**src/rtl/spike_filter_ctrl.sv**
```systemverilog
`default_nettype none
// ============================================================================
// Module   : spike_filter_ctrl
// Purpose  : Controller in front of the spike filter array.
//            - Periodic timer generating the array's one-cycle update_pulse.
//            - Tracks the decay sweep after each pulse by counting the
//              array's output handshakes; flags overruns (period too short
//              for a sweep) and out-of-order output indices.
//            - Round-robin arbiter merging two tag/count requesters onto the
//              array's single input through a one-deep output register.
// Ports    : clk, reset (async, active-high)
//            conf_period / conf_filts_used / clear_err   configuration
//            a_* / b_*                                    requesters A and B
//            arr_v / arr_tag / arr_ct / arr_a             array input
//            arr_out_v / arr_out_a / arr_out_idx          monitored array output
//            update_pulse, busy, overrun, overrun_ct, seq_err   status
// Revision : 1.0 - initial release
// ============================================================================
module spike_filter_ctrl #(
  parameter int Nfilts  = 10,
  parameter int Nct     = 10,
  parameter int Nperiod = 24
) (
  input  logic               clk,
  input  logic               reset,
  input  logic [Nperiod-1:0] conf_period,
  input  logic [Nfilts-1:0]  conf_filts_used,
  input  logic               clear_err,
  input  logic               a_v,
  input  logic [Nfilts-1:0]  a_tag,
  input  logic [Nct-1:0]     a_ct,
  output logic               a_a,
  input  logic               b_v,
  input  logic [Nfilts-1:0]  b_tag,
  input  logic [Nct-1:0]     b_ct,
  output logic               b_a,
  output logic               arr_v,
  output logic [Nfilts-1:0]  arr_tag,
  output logic [Nct-1:0]     arr_ct,
  input  logic               arr_a,
  input  logic               arr_out_v,
  input  logic               arr_out_a,
  input  logic [Nfilts-1:0]  arr_out_idx,
  output logic               update_pulse,
  output logic               busy,
  output logic               overrun,
  output logic [7:0]         overrun_ct,
  output logic               seq_err
);

  typedef enum logic [0:0] {
    IDLE  = 1'b0,
    SWEEP = 1'b1
  } state_t;

  // --------------------------------------------------------------------------
  // Period timer. The compare is done one bit wider so that cnt+1 cannot wrap.
  // --------------------------------------------------------------------------
  logic [Nperiod-1:0] cnt_q;
  logic [Nperiod:0]   cnt_inc;
  logic               expiry;

  assign cnt_inc = {1'b0, cnt_q} + {{Nperiod{1'b0}}, 1'b1};
  // ">=" rather than "==" so lowering conf_period mid-count expires at once.
  assign expiry  = (conf_period != '0) && (cnt_inc >= {1'b0, conf_period});

  always_ff @(posedge clk or posedge reset) begin
    if (reset) begin
      cnt_q <= '0;
    end else if (expiry || (conf_period == '0)) begin
      cnt_q <= '0;
    end else begin
      cnt_q <= cnt_inc[Nperiod-1:0];
    end
  end

  // --------------------------------------------------------------------------
  // Sweep tracker and error flags
  // --------------------------------------------------------------------------
  state_t            state_q;
  logic [Nfilts-1:0] n_q;        // filter count latched at the pulse
  logic [Nfilts-1:0] swcnt_q;    // handshakes seen in this sweep
  logic [Nfilts-1:0] last_idx;
  logic              update_pulse_q;
  logic              busy_q;
  logic              overrun_q;
  logic [7:0]        overrun_ct_q;
  logic [7:0]        overrun_ct_d;
  logic              seq_err_q;
  logic              out_hs;
  logic              ov_ev;
  logic              seq_ev;

  assign out_hs   = arr_out_v & arr_out_a;
  assign last_idx = n_q - {{(Nfilts-1){1'b0}}, 1'b1};
  assign ov_ev    = expiry & (state_q == SWEEP);
  assign seq_ev   = (state_q == SWEEP) & out_hs & (arr_out_idx != swcnt_q);

  // Clear is applied first so that an overrun in the same cycle yields 1.
  always_comb begin
    overrun_ct_d = clear_err ? 8'd0 : overrun_ct_q;
    if (ov_ev && (overrun_ct_d != 8'hFF)) begin
      overrun_ct_d = overrun_ct_d + 8'd1;
    end
  end

  always_ff @(posedge clk or posedge reset) begin
    if (reset) begin
      state_q        <= IDLE;
      n_q            <= '0;
      swcnt_q        <= '0;
      update_pulse_q <= 1'b0;
      busy_q         <= 1'b0;
      overrun_q      <= 1'b0;
      overrun_ct_q   <= 8'd0;
      seq_err_q      <= 1'b0;
    end else begin
      update_pulse_q <= 1'b0;
      case (state_q)
        IDLE: begin
          // An expiry with no active filters is simply skipped.
          if (expiry && (conf_filts_used != '0)) begin
            update_pulse_q <= 1'b1;
            n_q            <= conf_filts_used;
            swcnt_q        <= '0;
            busy_q         <= 1'b1;
            state_q        <= SWEEP;
          end
        end
        SWEEP: begin
          if (out_hs) begin
            swcnt_q <= swcnt_q + 1'b1;
            if (swcnt_q == last_idx) begin
              busy_q  <= 1'b0;
              state_q <= IDLE;
            end
          end
        end
        default: begin
          busy_q  <= 1'b0;
          state_q <= IDLE;
        end
      endcase
      overrun_q    <= ov_ev | (overrun_q & ~clear_err);
      overrun_ct_q <= overrun_ct_d;
      seq_err_q    <= seq_ev | (seq_err_q & ~clear_err);
    end
  end

  // --------------------------------------------------------------------------
  // Round-robin arbiter with one-deep output register
  // --------------------------------------------------------------------------
  logic              arr_v_q;
  logic [Nfilts-1:0] arr_tag_q;
  logic [Nct-1:0]    arr_ct_q;
  logic              last_grant_q;   // 0 = A, 1 = B
  logic              load;
  logic              grant_a;
  logic              grant_b;

  // The register may take new data when empty or when being drained now.
  assign load = ~arr_v_q | arr_a;

  always_comb begin
    grant_a = load & a_v & (~b_v | last_grant_q);
    grant_b = load & b_v & (~a_v | ~last_grant_q);
  end

  always_ff @(posedge clk or posedge reset) begin
    if (reset) begin
      arr_v_q      <= 1'b0;
      arr_tag_q    <= '0;
      arr_ct_q     <= '0;
      last_grant_q <= 1'b1;
    end else if (load) begin
      if (grant_a) begin
        arr_v_q      <= 1'b1;
        arr_tag_q    <= a_tag;
        arr_ct_q     <= a_ct;
        last_grant_q <= 1'b0;
      end else if (grant_b) begin
        arr_v_q      <= 1'b1;
        arr_tag_q    <= b_tag;
        arr_ct_q     <= b_ct;
        last_grant_q <= 1'b1;
      end else begin
        arr_v_q <= 1'b0;
      end
    end
  end

  assign a_a          = grant_a;
  assign b_a          = grant_b;
  assign arr_v        = arr_v_q;
  assign arr_tag      = arr_tag_q;
  assign arr_ct       = arr_ct_q;
  assign update_pulse = update_pulse_q;
  assign busy         = busy_q;
  assign overrun      = overrun_q;
  assign overrun_ct   = overrun_ct_q;
  assign seq_err      = seq_err_q;

endmodule
`default_nettype wire
```
**config.mk**
```make
export PLATFORM = sky130hd
export DESIGN_NAME = spike_filter_ctrl
export DESIGN_NICKNAME = d
export VERILOG_FILES = /design/src/rtl/spike_filter_ctrl.sv
export SDC_FILE = /design/constraint.sdc
export NUM_CORES = 1
export LEC_CHECK = 0
export ABC_AREA = 0
export CAP_MARGIN = 10
export CORE_AREA = 3 3 114 116
export DETAILED_ROUTE_END_ITERATION = 6
export DIE_AREA = 0 0 117 119
export PLACE_DENSITY = 0.69
export SLEW_MARGIN = 20
export SYNTH_ARGS = -nofsm -noshare
export SYNTH_HDL_FRONTEND = slang
export SYNTH_SLANG_ARGS = --single-unit
```
**constraint.sdc**
```tcl
create_clock -name clk -period 4.2 [get_ports clk]
set_input_delay 0.84 -clock clk [delete_from_list [all_inputs] [get_ports clk]]
set_output_delay 0.84 -clock clk [all_outputs]
set_load 0.05 [all_outputs]
```
== Word level (Yosys, flattened, before mapping) ==
Cells that the tools add are included.
Storage, ports and cells
  register bits: 79
  output and inout bits: 35
Operators by class
  add/sub/neg operators: 4
  order comparisons: 1
  equal/unequal tests: 6
  multiplexer cells: 23
  bitwise gates (word level): 21
  reduce and logical (&&, ||, !) cells: 12
Operators by type and width (count)
  $mux W10: 6
  $add A24 B1 Y25 const B: 1
  $ge A25 B24 Y1: 1
  $logic_not A24 Y1: 1
  $mux W24: 1
  $reduce_bool A24 Y1: 1
  $pmux W10 S2: 1
  $mux W8: 2
  $mux W1: 11
  $add A10 B1 Y10 const B: 1
  $and A1 B1 Y1: 10
  $eq A10 B10 Y1: 1
  $ne A10 B10 Y1: 1
  $reduce_bool A10 Y1: 1
  $sub A10 B1 Y10 const B: 1
  $add A8 B1 Y8 const B: 1
  $ne A8 B8 Y1 const B: 1
  $not A1 Y1: 6
  $reduce_and A2 Y1: 3
  $or A1 B1 Y1: 5
  $ne A2 B1 Y1 const B: 2
  $pmux W1 S2: 2
  $logic_and A1 B1 Y1: 3
  $reduce_and A3 Y1: 1
  other kinds (3): 3

== Depth between registers and ports, before layout ==
Gate-level depths: netlist (run 1).
  word-level depth: 6
  depth in mapped cells: 16

== Worst setup path after synthesis (run 1) ==
OpenSTA, ideal clock, no wires.
  kind: reg-to-reg
  start: reg cnt_q[8]
  end: reg overrun_ct_q[1] (netlist: overrun_ct[1])
  library setup time: 0.125 ns
  arrival time: 3.279 ns
  required time: 4.075 ns
  setup slack: 0.796 ns
  cell stages (with the launch flop): 15
  buffers on the path: 0
  clock period less this slack: 3.404 ns
  path through: dfrtp_1 -> and4_1 -> and3_1 -> nand3_1 -> nor4_1 -> nand3_1 -> xnor2_1 -> ha_1 -> nand3_1 -> nor4_1 -> a311oi_1 -> o211ai_1 -> o21a_1 -> and3_1 -> mux2_2
On the way
  word-level cells in the longest chain between the ends: 6
Ends and longest elaborated chain
  start: declaration: RTL line 59  | logic [Nperiod-1:0] cnt_q;
  start signal: assignment: RTL line 73  | cnt_q <= cnt_inc[Nperiod-1:0];
  $add A24 B1 Y25: RTL line 63  | assign cnt_inc = {1'b0, cnt_q} + {{Nperiod{1'b0}}, 1'b1};
  $ge A25 B24 Y1: RTL line 65  | assign expiry = (conf_period != '0) && (cnt_inc >= {1'b0, conf_period});
  $logic_and A1 B1 Y1: RTL line 65
  $and A1 B1 Y1: RTL line 96  | assign ov_ev = expiry & (state_q == SWEEP);
  $logic_and A1 B1 Y1: RTL line 102  | if (ov_ev && (overrun_ct_d != 8'hFF)) begin
  $mux W8: RTL line 102
  named net overrun_ct_d[1]: RTL line 88  | logic [7:0] overrun_ct_d;
  end signal: assignment: RTL line 145  | overrun_ct_q <= overrun_ct_d;
  end: declaration: RTL line 87  | logic [7:0] overrun_ct_q;
The timed path passes the listed nets, and every way through them passes these cells.
A chain may end at the register's enable or synchronous reset.

== Final worst setup path (run 1) ==
  start: reg cnt_q[0]
  end: reg cnt_q[14]
On the way
  word-level cells in the longest chain between the ends: 5
Ends and longest elaborated chain
  $add A24 B1 Y25 (*): RTL line 63
  $ge A25 B24 Y1: RTL line 65
  $logic_and A1 B1 Y1: RTL line 65
  $logic_or A1 B1 Y1: RTL line 70  | end else if (expiry || (conf_period == '0)) begin
  $mux W24 (*): RTL line 70
Mark *: on every way between the ends. The rest lies on a longest branch, timed or not.

==> impl_results.md, run 1 <==
- Result of the run: finished, final reports clean
- DRT iter0 DRCs: 249
- Tcrit/Tclk final: 91.2%
- CTS tree: built
- Chip Width: 117 µm
- Share of flip-flops with an asynchronous set or reset after synthesis: 100%
- Max Fanout on Critical Path: 24
- Net count, final: 769
- Synthesized net count: 647
- Reg-to-reg startpoint: cnt_q[0]
- Latest clock arrival within the worst-skew pair: 0.33 ns
- Number of placement rows: 40
- Most used cell along the critical path: sky130_fd_sc_hd__ha_1
- Capture point of the worst reg-to-reg path: cnt_q[14]
- Most instantiated library cell after synthesis: sky130_fd_sc_hd__dfrtp_1
- Number of setup buffers added after CTS: 0
- Antenna Nets Post-Route: 0
- Count of input and output buffers: 126
- Layout area overhead: 37.0%
- Routed wire per std cell: 15.2 µm
- Number of remaining DRC errors: 0
- Largest net degree at the start of global routing: 57
- Cell count of the worst reg-to-reg path: 11
- Vias in the first global route: 4244
- Clock transition at the register clock pins on the worst setup and hold paths after CTS: 0.06 ns
- Post-synth top cells: sky130_fd_sc_hd__dfrtp_1 (78), sky130_fd_sc_hd__nand2_1 (72), sky130_fd_sc_hd__inv_1 (37)
- Drt total wl: 12.2 mm
- Path class of the lowest-slack min-delay path: register to register
- Antenna Diode Count: 0
- FF/Latch Area: 0.00198 mm²
- Crit path required time: 4.46 ns
- # Max-Cap Violations: 0
- Number of distinct standard cells referenced by the synthesized netlist: 49
- Startpoint types: register
- Number of buffers on the longest clock path: 2
- Worst-case headroom to the max-slew limit: 54.0%
- Delay of the slowest critical-path stage: 0.72 ns
- Most area-hungry cell type in the Yosys netlist: sky130_fd_sc_hd__dfrtp_1
- Cell type of the slowest stage on the worst timing path: sky130_fd_sc_hd__or3b_2
- Static leakage: 3.15 nW
- Die outline area: 0.0139 mm²
- Wire length of the first global-routing pass: 19.9 mm
- Endpoints failing hold: 0
- Syn avg cell area: 9.15 µm²
- GR Util All Layers: 17.8%
- CP Cell Sequence: ha_1 -> nand3_1 -> nor3_2 -> nand4_1 -> xnor2_1 -> ha_1 -> and4_1 -> a221oi_1 -> o22ai_1 -> or3b_2 -> nor2b_1
- Detail Placement HPWL: 9.46 mm
- Peak VDD IR: 0.000178 V
- Hold Buf Count CTS: 0
- Power per standard cell area: 349 mW/mm²
- Area of the core: 0.0120 mm²
- H-tree lvl count: 3
- Global placer's final weighted congestion: 0.883
- Share of the yosys chip area belonging to registers: 41.0%
- Global route overflow: 0
- Worst hold start: arr_ct[9]
- Area share of the leading cell type in the synthesized netlist: 40.5%
- Final core area utilization: 55.0%
- Cell area after synthesis: 0.00482 mm²
- CTS Sinks: 79
- Achievable frequency: 0.261 GHz
- Start-to-end type of the worst setup path: register to register
- Number of cells on the worst hold path: 2
- Total clock buffers created by CTS: 9
- Critical path arrival: 4.08 ns
- Number of enable flip-flop cells after synthesis: 0
- Die Span Y: 119 µm
- Number of antenna violations at the first check in global routing: 0
- Minimum setup slack among reg-to-reg paths: 0.37 ns
- Final setup TNS: 0 ns
- Number of pins exceeding their max-slew limit in the final report: 0
- Starting density of the core: 40.2%
- Vias per Instance: 5.25
- Clock Tree Root: sky130_fd_sc_hd__clkbuf_16
- Clock Skews: 0.00452 ns
- Via count: 4209
- Number of synthesized register bits: 79
- Time the worst path needs with I/O delays and setup: 3.83 ns
- Critical path endpoint category: register
- Top cells by area in the synthesized netlist: sky130_fd_sc_hd__dfrtp_1 (40%), sky130_fd_sc_hd__ha_1 (7.3%), sky130_fd_sc_hd__nand2_1 (5.6%)
- Number of iterations in the first detailed-routing pass: 4
- Count of synthesis-stage warnings from yosys: 0
- Unrepaired setup endpoints after global routing: false
- Share of final-layout standard cells stronger than drive strength 1: 5.81%
- Actual transition at the worst max-transition pin: 0.691 ns
- Final setup violating endpoints: 0
- Hold Path End: arr_ct[9]
- Area occupied by multi-input gates: 0.00266 mm²
- Commonest register cell after synthesis: sky130_fd_sc_hd__dfrtp_1
- Number of I/O pins: 127
- Cells after Synth: 527
- Number of fill cells: 1133
-- critical path: cells and delay by family, from the launching register on --
family / cells / cell delay, ns
AO/OA/AOI/OAI: 2 / 0.63
XOR/XNOR: 1 / 0.28
flip-flops: 1 / 0.41
AND/OR/NAND/NOR: 6 / 1.92
adder cells (fa/ha/maj): 2 / 0.51
-- state kept, by name (all words and copies together) (netlist names) --
signal,cells
arr_ct,10
arr_tag,10
arr_v,1
busy,1
cnt_q,24
last_grant_q,1
n_q,10
overrun,1
overrun_ct,8
seq_err,1
state_q,1
swcnt_q,10
update_pulse,1
-- per-layer routing --
metal | track usage [%] | up-vias | wire length [µm]
met3 | 3.91 | 18 | 783
met4 | 6.09 | 0 | 228
met5 | 0 | - | 0
li1 | - | 2093 | -
met2 | 28.6 | 110 | 5900
met1 | 23.6 | 1988 | 5260
-- area by class of cell --
cell class                      instances  share of cell area (%)
Multi-Input combinational cell        391                    40.2
Sequential cell                        79                    29.9
Timing Repair Buffer                  130                    19.7
Clock buffer                           12                    4.03
Tap cell                              147                    2.78
Inverter                               38                    2.20
Clock inverter                          4                    1.15
-- stage by stage --
stage          power, mW  cell area, µm²  worst slack (ns)  std cells  hold WS (ns)
2_1_floorplan       1.21            4820             0.796        527         0.451
3_3_place_gp        1.43            6240             0.324        785         0.460
3_5_place_dp        1.44            6240             0.161        785         0.470
4_1_cts             2.33            6580             0.136        801         0.484
5_1_grt             2.41            6610            0.0223        801         0.505
6_report            2.31            6610             0.371        801         0.477
-- worst max-delay path by stage --
stage | to | slack, ns | start | cells past startpoint
2_1_floorplan | overrun_ct[1] | 0.80 | cnt_q[8] | 14
3_3_place_gp | overrun_ct[1] | 0.32 | cnt_q[8] | 14
3_5_place_dp | overrun_ct[1] | 0.16 | cnt_q[8] | 14
4_1_cts | swcnt_q[6] | 0.14 | cnt_q[8] | 15
5_1_grt | overrun_ct[1] | 0.02 | cnt_q[0] | 13
6_report | cnt_q[14] | 0.37 | cnt_q[0] | 11
-- cell families (layout without fill, tap and decap cells) --
family	count (synthesis)	in the layout	share of synthesized area, %
compound gates	70	70	9.13
xor+xnor	44	44	7.99
fa+ha+maj	28	28	7.26
buf+inv	57	184	4.51
flops	79	79	41.0
mux	31	31	6.56
simple gates	218	218	23.5
-- layout by cell type, fill, tap and decap left out, types with 2 or more instances in the layout --
cell type | netlist | layout
sky130_fd_sc_hd__mux2_2 | 5 | 5
sky130_fd_sc_hd__clkdlybuf4s50_1 | 0 | 125
sky130_fd_sc_hd__a22o_1 | 3 | 3
sky130_fd_sc_hd__nor4_1 | 14 | 12
sky130_fd_sc_hd__dfrtp_1 | 78 | 78
sky130_fd_sc_hd__nor2b_1 | 30 | 30
sky130_fd_sc_hd__and3_1 | 13 | 13
sky130_fd_sc_hd__nor3_1 | 9 | 9
sky130_fd_sc_hd__buf_4 | 0 | 4
sky130_fd_sc_hd__nand3b_1 | 2 | 2
sky130_fd_sc_hd__nand4_1 | 17 | 17
sky130_fd_sc_hd__bufinv_16 | 0 | 2
sky130_fd_sc_hd__a21oi_1 | 10 | 10
sky130_fd_sc_hd__or3_1 | 5 | 5
sky130_fd_sc_hd__clkbuf_8 | 0 | 3
sky130_fd_sc_hd__a2111oi_0 | 2 | 2
sky130_fd_sc_hd__a211o_1 | 7 | 7
sky130_fd_sc_hd__nand2_1 | 72 | 72
sky130_fd_sc_hd__o21ai_0 | 31 | 31
sky130_fd_sc_hd__and4_1 | 4 | 4
sky130_fd_sc_hd__xor2_1 | 17 | 17
sky130_fd_sc_hd__o31ai_1 | 2 | 2
sky130_fd_sc_hd__mux2i_1 | 26 | 26
sky130_fd_sc_hd__nand3_1 | 19 | 19
sky130_fd_sc_hd__o211ai_1 | 2 | 2
sky130_fd_sc_hd__o311ai_0 | 2 | 2
sky130_fd_sc_hd__xnor2_1 | 27 | 27
sky130_fd_sc_hd__nand2b_1 | 6 | 6
sky130_fd_sc_hd__a31oi_1 | 2 | 2
sky130_fd_sc_hd__inv_1 | 37 | 36
sky130_fd_sc_hd__nor2_1 | 20 | 20
sky130_fd_sc_hd__ha_1 | 28 | 28
sky130_fd_sc_hd__clkbuf_16 | 0 | 9
-- repair_timing --
item | CTS | global route
endpoints found under the setup margin | 0 | 52
gates resized for setup | 0 | 4
hold endpoints to repair | 0 | 0
-- power breakdown --
group | internal (mW) | switching (mW) | total [mW]
Combinational | 0.236 | 0.302 | 0.538
Sequential | 0.825 | 0.0672 | 0.892
Clock | 0.570 | 0.308 | 0.878
Total | 1.63 | 0.677 | 2.31
(Power assumes the default switching activity.)
==> run 2: changes to the inputs <==
- clock period: 4.2 -> 4 ns (I/O delays scaled with it)
==> run 2 against run 1 <==
Non-clock buffer count grew 5. Fmax increased by 5.2%. Clock power is 2.7% higher. Flip-flop and latch count unchanged. Core utilization up 0.18 points. Combinational power up 5.9%. Global-route usage grew 1.3 points. Via count increased by 0.48%. Die area unchanged. First-iteration DRC count rose by 3.2%. Register-to-register slack about the same. Sequential share of layout area shrank 0.077 points. Critical path type unchanged.
==> impl_results.md, run 2 (synthesis results as in run 1) <==
- Result of the run: finished, final reports clean (unchanged)
- Routed met3 length: 740 µm (was 783 µm)
- Met2 layer wire length in the routed design: 6.18 mm (was 5.90 mm)
- Routed wire per std cell: 15.7 µm (was 15.2 µm)
- PnR worst setup slack: 0.361 ns (was 0.371 ns)
- Worst slack at placement: 0.198 ns (was 0.161 ns)
- Layout area overhead: 37.5% (was 37.0%)
- Path class of the lowest-slack min-delay path: register to register (unchanged)
- Drt total wl: 12.7 mm (was 12.2 mm)
- Static leakage: 3.14 nW (was 3.15 nW)
- Vias per Instance: 5.25 (about the same)
- Tcrit/Tclk final: 91.0% (was 91.2%)
- Die Span Y: 119 µm (unchanged)
- Peak VDD IR: 0.000181 V (was 0.000178 V)
- Post-Route Hold Slack: 0.474 ns (was 0.477 ns)
- Via count: 4229 (was 4209)
- Share of final-layout standard cells stronger than drive strength 1: 6.83% (was 5.81%)
- # Max-Cap Violations: 0 (unchanged)
- Reg-to-reg startpoint: cnt_q[8] (was cnt_q[0])
- Number of cells on the worst hold path: 2 (unchanged)
- Cell count of the worst reg-to-reg path: 15 (was 11)
- Cell type of the slowest stage on the worst timing path: sky130_fd_sc_hd__dfrtp_2 (was sky130_fd_sc_hd__or3b_2)
- Number of pins exceeding their max-slew limit in the final report: 0 (unchanged)
- Total clock buffers created by CTS: 9 (unchanged)
- Clock Tree Root: sky130_fd_sc_hd__clkbuf_16 (unchanged)
- Minimum setup slack among reg-to-reg paths: 0.36 ns (was 0.37 ns)
- Die outline area: 0.0139 mm² (unchanged)
- Clock transition at the register clock pins on the worst setup and hold paths after CTS: 0.06 ns (about the same)
- Max reg flops: 24 (unchanged)
- Number of antenna violations at the first check in global routing: 0 (unchanged)
- Crit path required time: 4.22 ns (was 4.46 ns)
- Leading cell type in the layout, fill and taps excluded: sky130_fd_sc_hd__clkdlybuf4s50_1 (unchanged)
- Critical path endpoint category: register (unchanged)
- Antenna Diode Count: 0 (unchanged)
- Global placer's final weighted congestion: 0.871 (was 0.883)
- Capture point of the worst reg-to-reg path: overrun_ct[1] (was cnt_q[14])
- Number of buffers on the longest clock path: 2 (unchanged)
- Detail Placement HPWL: 9.96 mm (was 9.46 mm)
- Time the worst path needs with I/O delays and setup: 3.64 ns (was 3.83 ns)
- Final core area utilization: 55.2% (was 55.0%)
- Chip Width: 117 µm (unchanged)
- Number of placement rows: 40 (unchanged)
- Routed metal-1 wirelength: 5.51 mm (was 5.26 mm)
- Power per standard cell area: 363 mW/mm² (was 349 mW/mm²)
- Vias in the first global route: 4365 (was 4244)
- DRT iter0 DRCs: 257 (was 249)
- CTS tree: built (unchanged)
- Endpoints failing hold: 0 (unchanged)
- Count of input and output buffers: 126 (unchanged)
- Clock Skews: 0.00615 ns (was 0.00452 ns)
- Final setup violating endpoints: 0 (unchanged)
- Most frequent cells in the layout: sky130_fd_sc_hd__clkdlybuf4s50_1 (125), sky130_fd_sc_hd__dfrtp_1 (77), sky130_fd_sc_hd__nand2_1 (72) (was sky130_fd_sc_hd__clkdlybuf4s50_1 (125), sky130_fd_sc_hd__dfrtp_1 (78), sky130_fd_sc_hd__nand2_1 (72))
- Starting density of the core: 40.2% (unchanged)
- Worst-case headroom to the max-slew limit: 63.7% (was 54.0%)
- Latest clock arrival within the worst-skew pair: 0.34 ns (was 0.33 ns)
- Most flop-heavy register: cnt_q (unchanged)
- CTS Sinks: 79 (unchanged)
- Final setup TNS: 0 ns (unchanged)
- Unrepaired setup endpoints after global routing: true (was false)
- Top layer reached by signal wires: met4 (unchanged)
- Area of the core: 0.0120 mm² (unchanged)
- Wire length of the first global-routing pass: 21.3 mm (was 19.9 mm)
- Launch point of the critical path: cnt_q[8] (was cnt_q[0])
- GR Util All Layers: 19.1% (was 17.8%)
- Post-layout power: 2.41 mW (was 2.31 mW)
- Number of remaining DRC errors: 0 (unchanged)
- Startpoint types: register (unchanged)
- Number of iterations in the first detailed-routing pass: 4 (unchanged)
- Achievable frequency: 0.275 GHz (was 0.261 GHz)
- H-tree lvl count: 3 (unchanged)
- CP Cell Sequence: and4_1 -> and3_1 -> nand3_1 -> nor4_1 -> buf_4 -> nand4_1 -> xnor2_1 -> ha_1 -> nand4_1 -> nor4_2 -> a311oi_1 -> o211ai_1 -> o21a_2 -> and3_1 -> mux2_2 (was ha_1 -> nand3_1 -> nor3_2 -> nand4_1 -> xnor2_1 -> ha_1 -> and4_1 -> a221oi_1 -> o22ai_1 -> or3b_2 -> nor2b_1)
- Start-to-end type of the worst setup path: register to register (unchanged)
- Actual transition at the worst max-transition pin: 0.543 ns (was 0.691 ns)
- Delay of the slowest critical-path stage: 0.41 ns (was 0.72 ns)
- Antenna Nets Post-Route: 0 (unchanged)
- Number of I/O pins: 127 (unchanged)
- Global route overflow: 0 (unchanged)
- Largest net degree at the start of global routing: 43 (was 57)
- Hold Buf Count CTS: 0 (unchanged)
- Critical path arrival: 3.86 ns (was 4.08 ns)
- Max Fanout on Critical Path: 7 (was 24)
- Net count, final: 774 (was 769)
- Capturing instance or port of the critical path: overrun_ct[1] (was cnt_q[14])
## run 2: worst max-delay path, delay by kind of cell (launching register included)
kind,cells,cell delay [ns]
buffers and inverters,1,0.19
muxes,1,0.35
and+or+nand+nor,8,1.51
adders and majority gates,1,0.32
DFF,1,0.41
AOI/OAI and AO/OA,3,0.59
xor gates and xnor gates,1,0.16
## run 2: how the worst min path moves through the flow
stage	start	to	slack, ns
after global placement	arr_tag[0]	arr_tag[0]	0.46
after detailed placement	arr_tag[0]	arr_tag[0]	0.47
after CTS	arr_ct[1]	arr_ct[1]	0.48
after global routing	arr_tag[0]	arr_tag[0]	0.51
final	arr_tag[0]	arr_tag[0]	0.47
after floorplan	cnt_q[0]	cnt_q[0]	0.45
## run 2: power by group
part | internal (mW) | switching, mW | leakage (nW)
Combinational | 0.249 | 0.321 | 1.99
Sequential | 0.866 | 0.0686 | 1.00
Clock | 0.567 | 0.336 | 0.155
Total | 1.68 | 0.725 | 3.14
## run 2: timing repair
item / 4_1_cts / 5_1_grt
endpoints found under the setup margin: 0 / 41
hold endpoints to repair: 0 / 0
resized for setup: 0 / 6
setup buffers: 0 / 1
## run 2: routing by layer
| layer | up-vias | GRT usage [%] |
|---|---|---|
| li1 | 2086 | - |
| met1 | 2010 | 24.8 |
| met2 | 115 | 31.4 |
| met3 | 18 | 5.49 |
| met4 | 0 | 4.44 |
| met5 | - | 0 |
## run 2: final cells by class
type,count,area (µm²)
Fill cell,1112,5380
Multi-Input combinational cell,391,2650
Sequential cell,79,1980
Timing Repair Buffer,135,1340
Clock buffer,10,239
Tap cell,147,184
Inverter,38,144
Clock inverter,6,92.6
## run 2: through the flow
stage	area [µm²]	instances
after floorplan	4820	527
after global placement	6270	789
after detailed placement	6270	789
after CTS	6600	805
after global routing	6630	806
final	6630	806
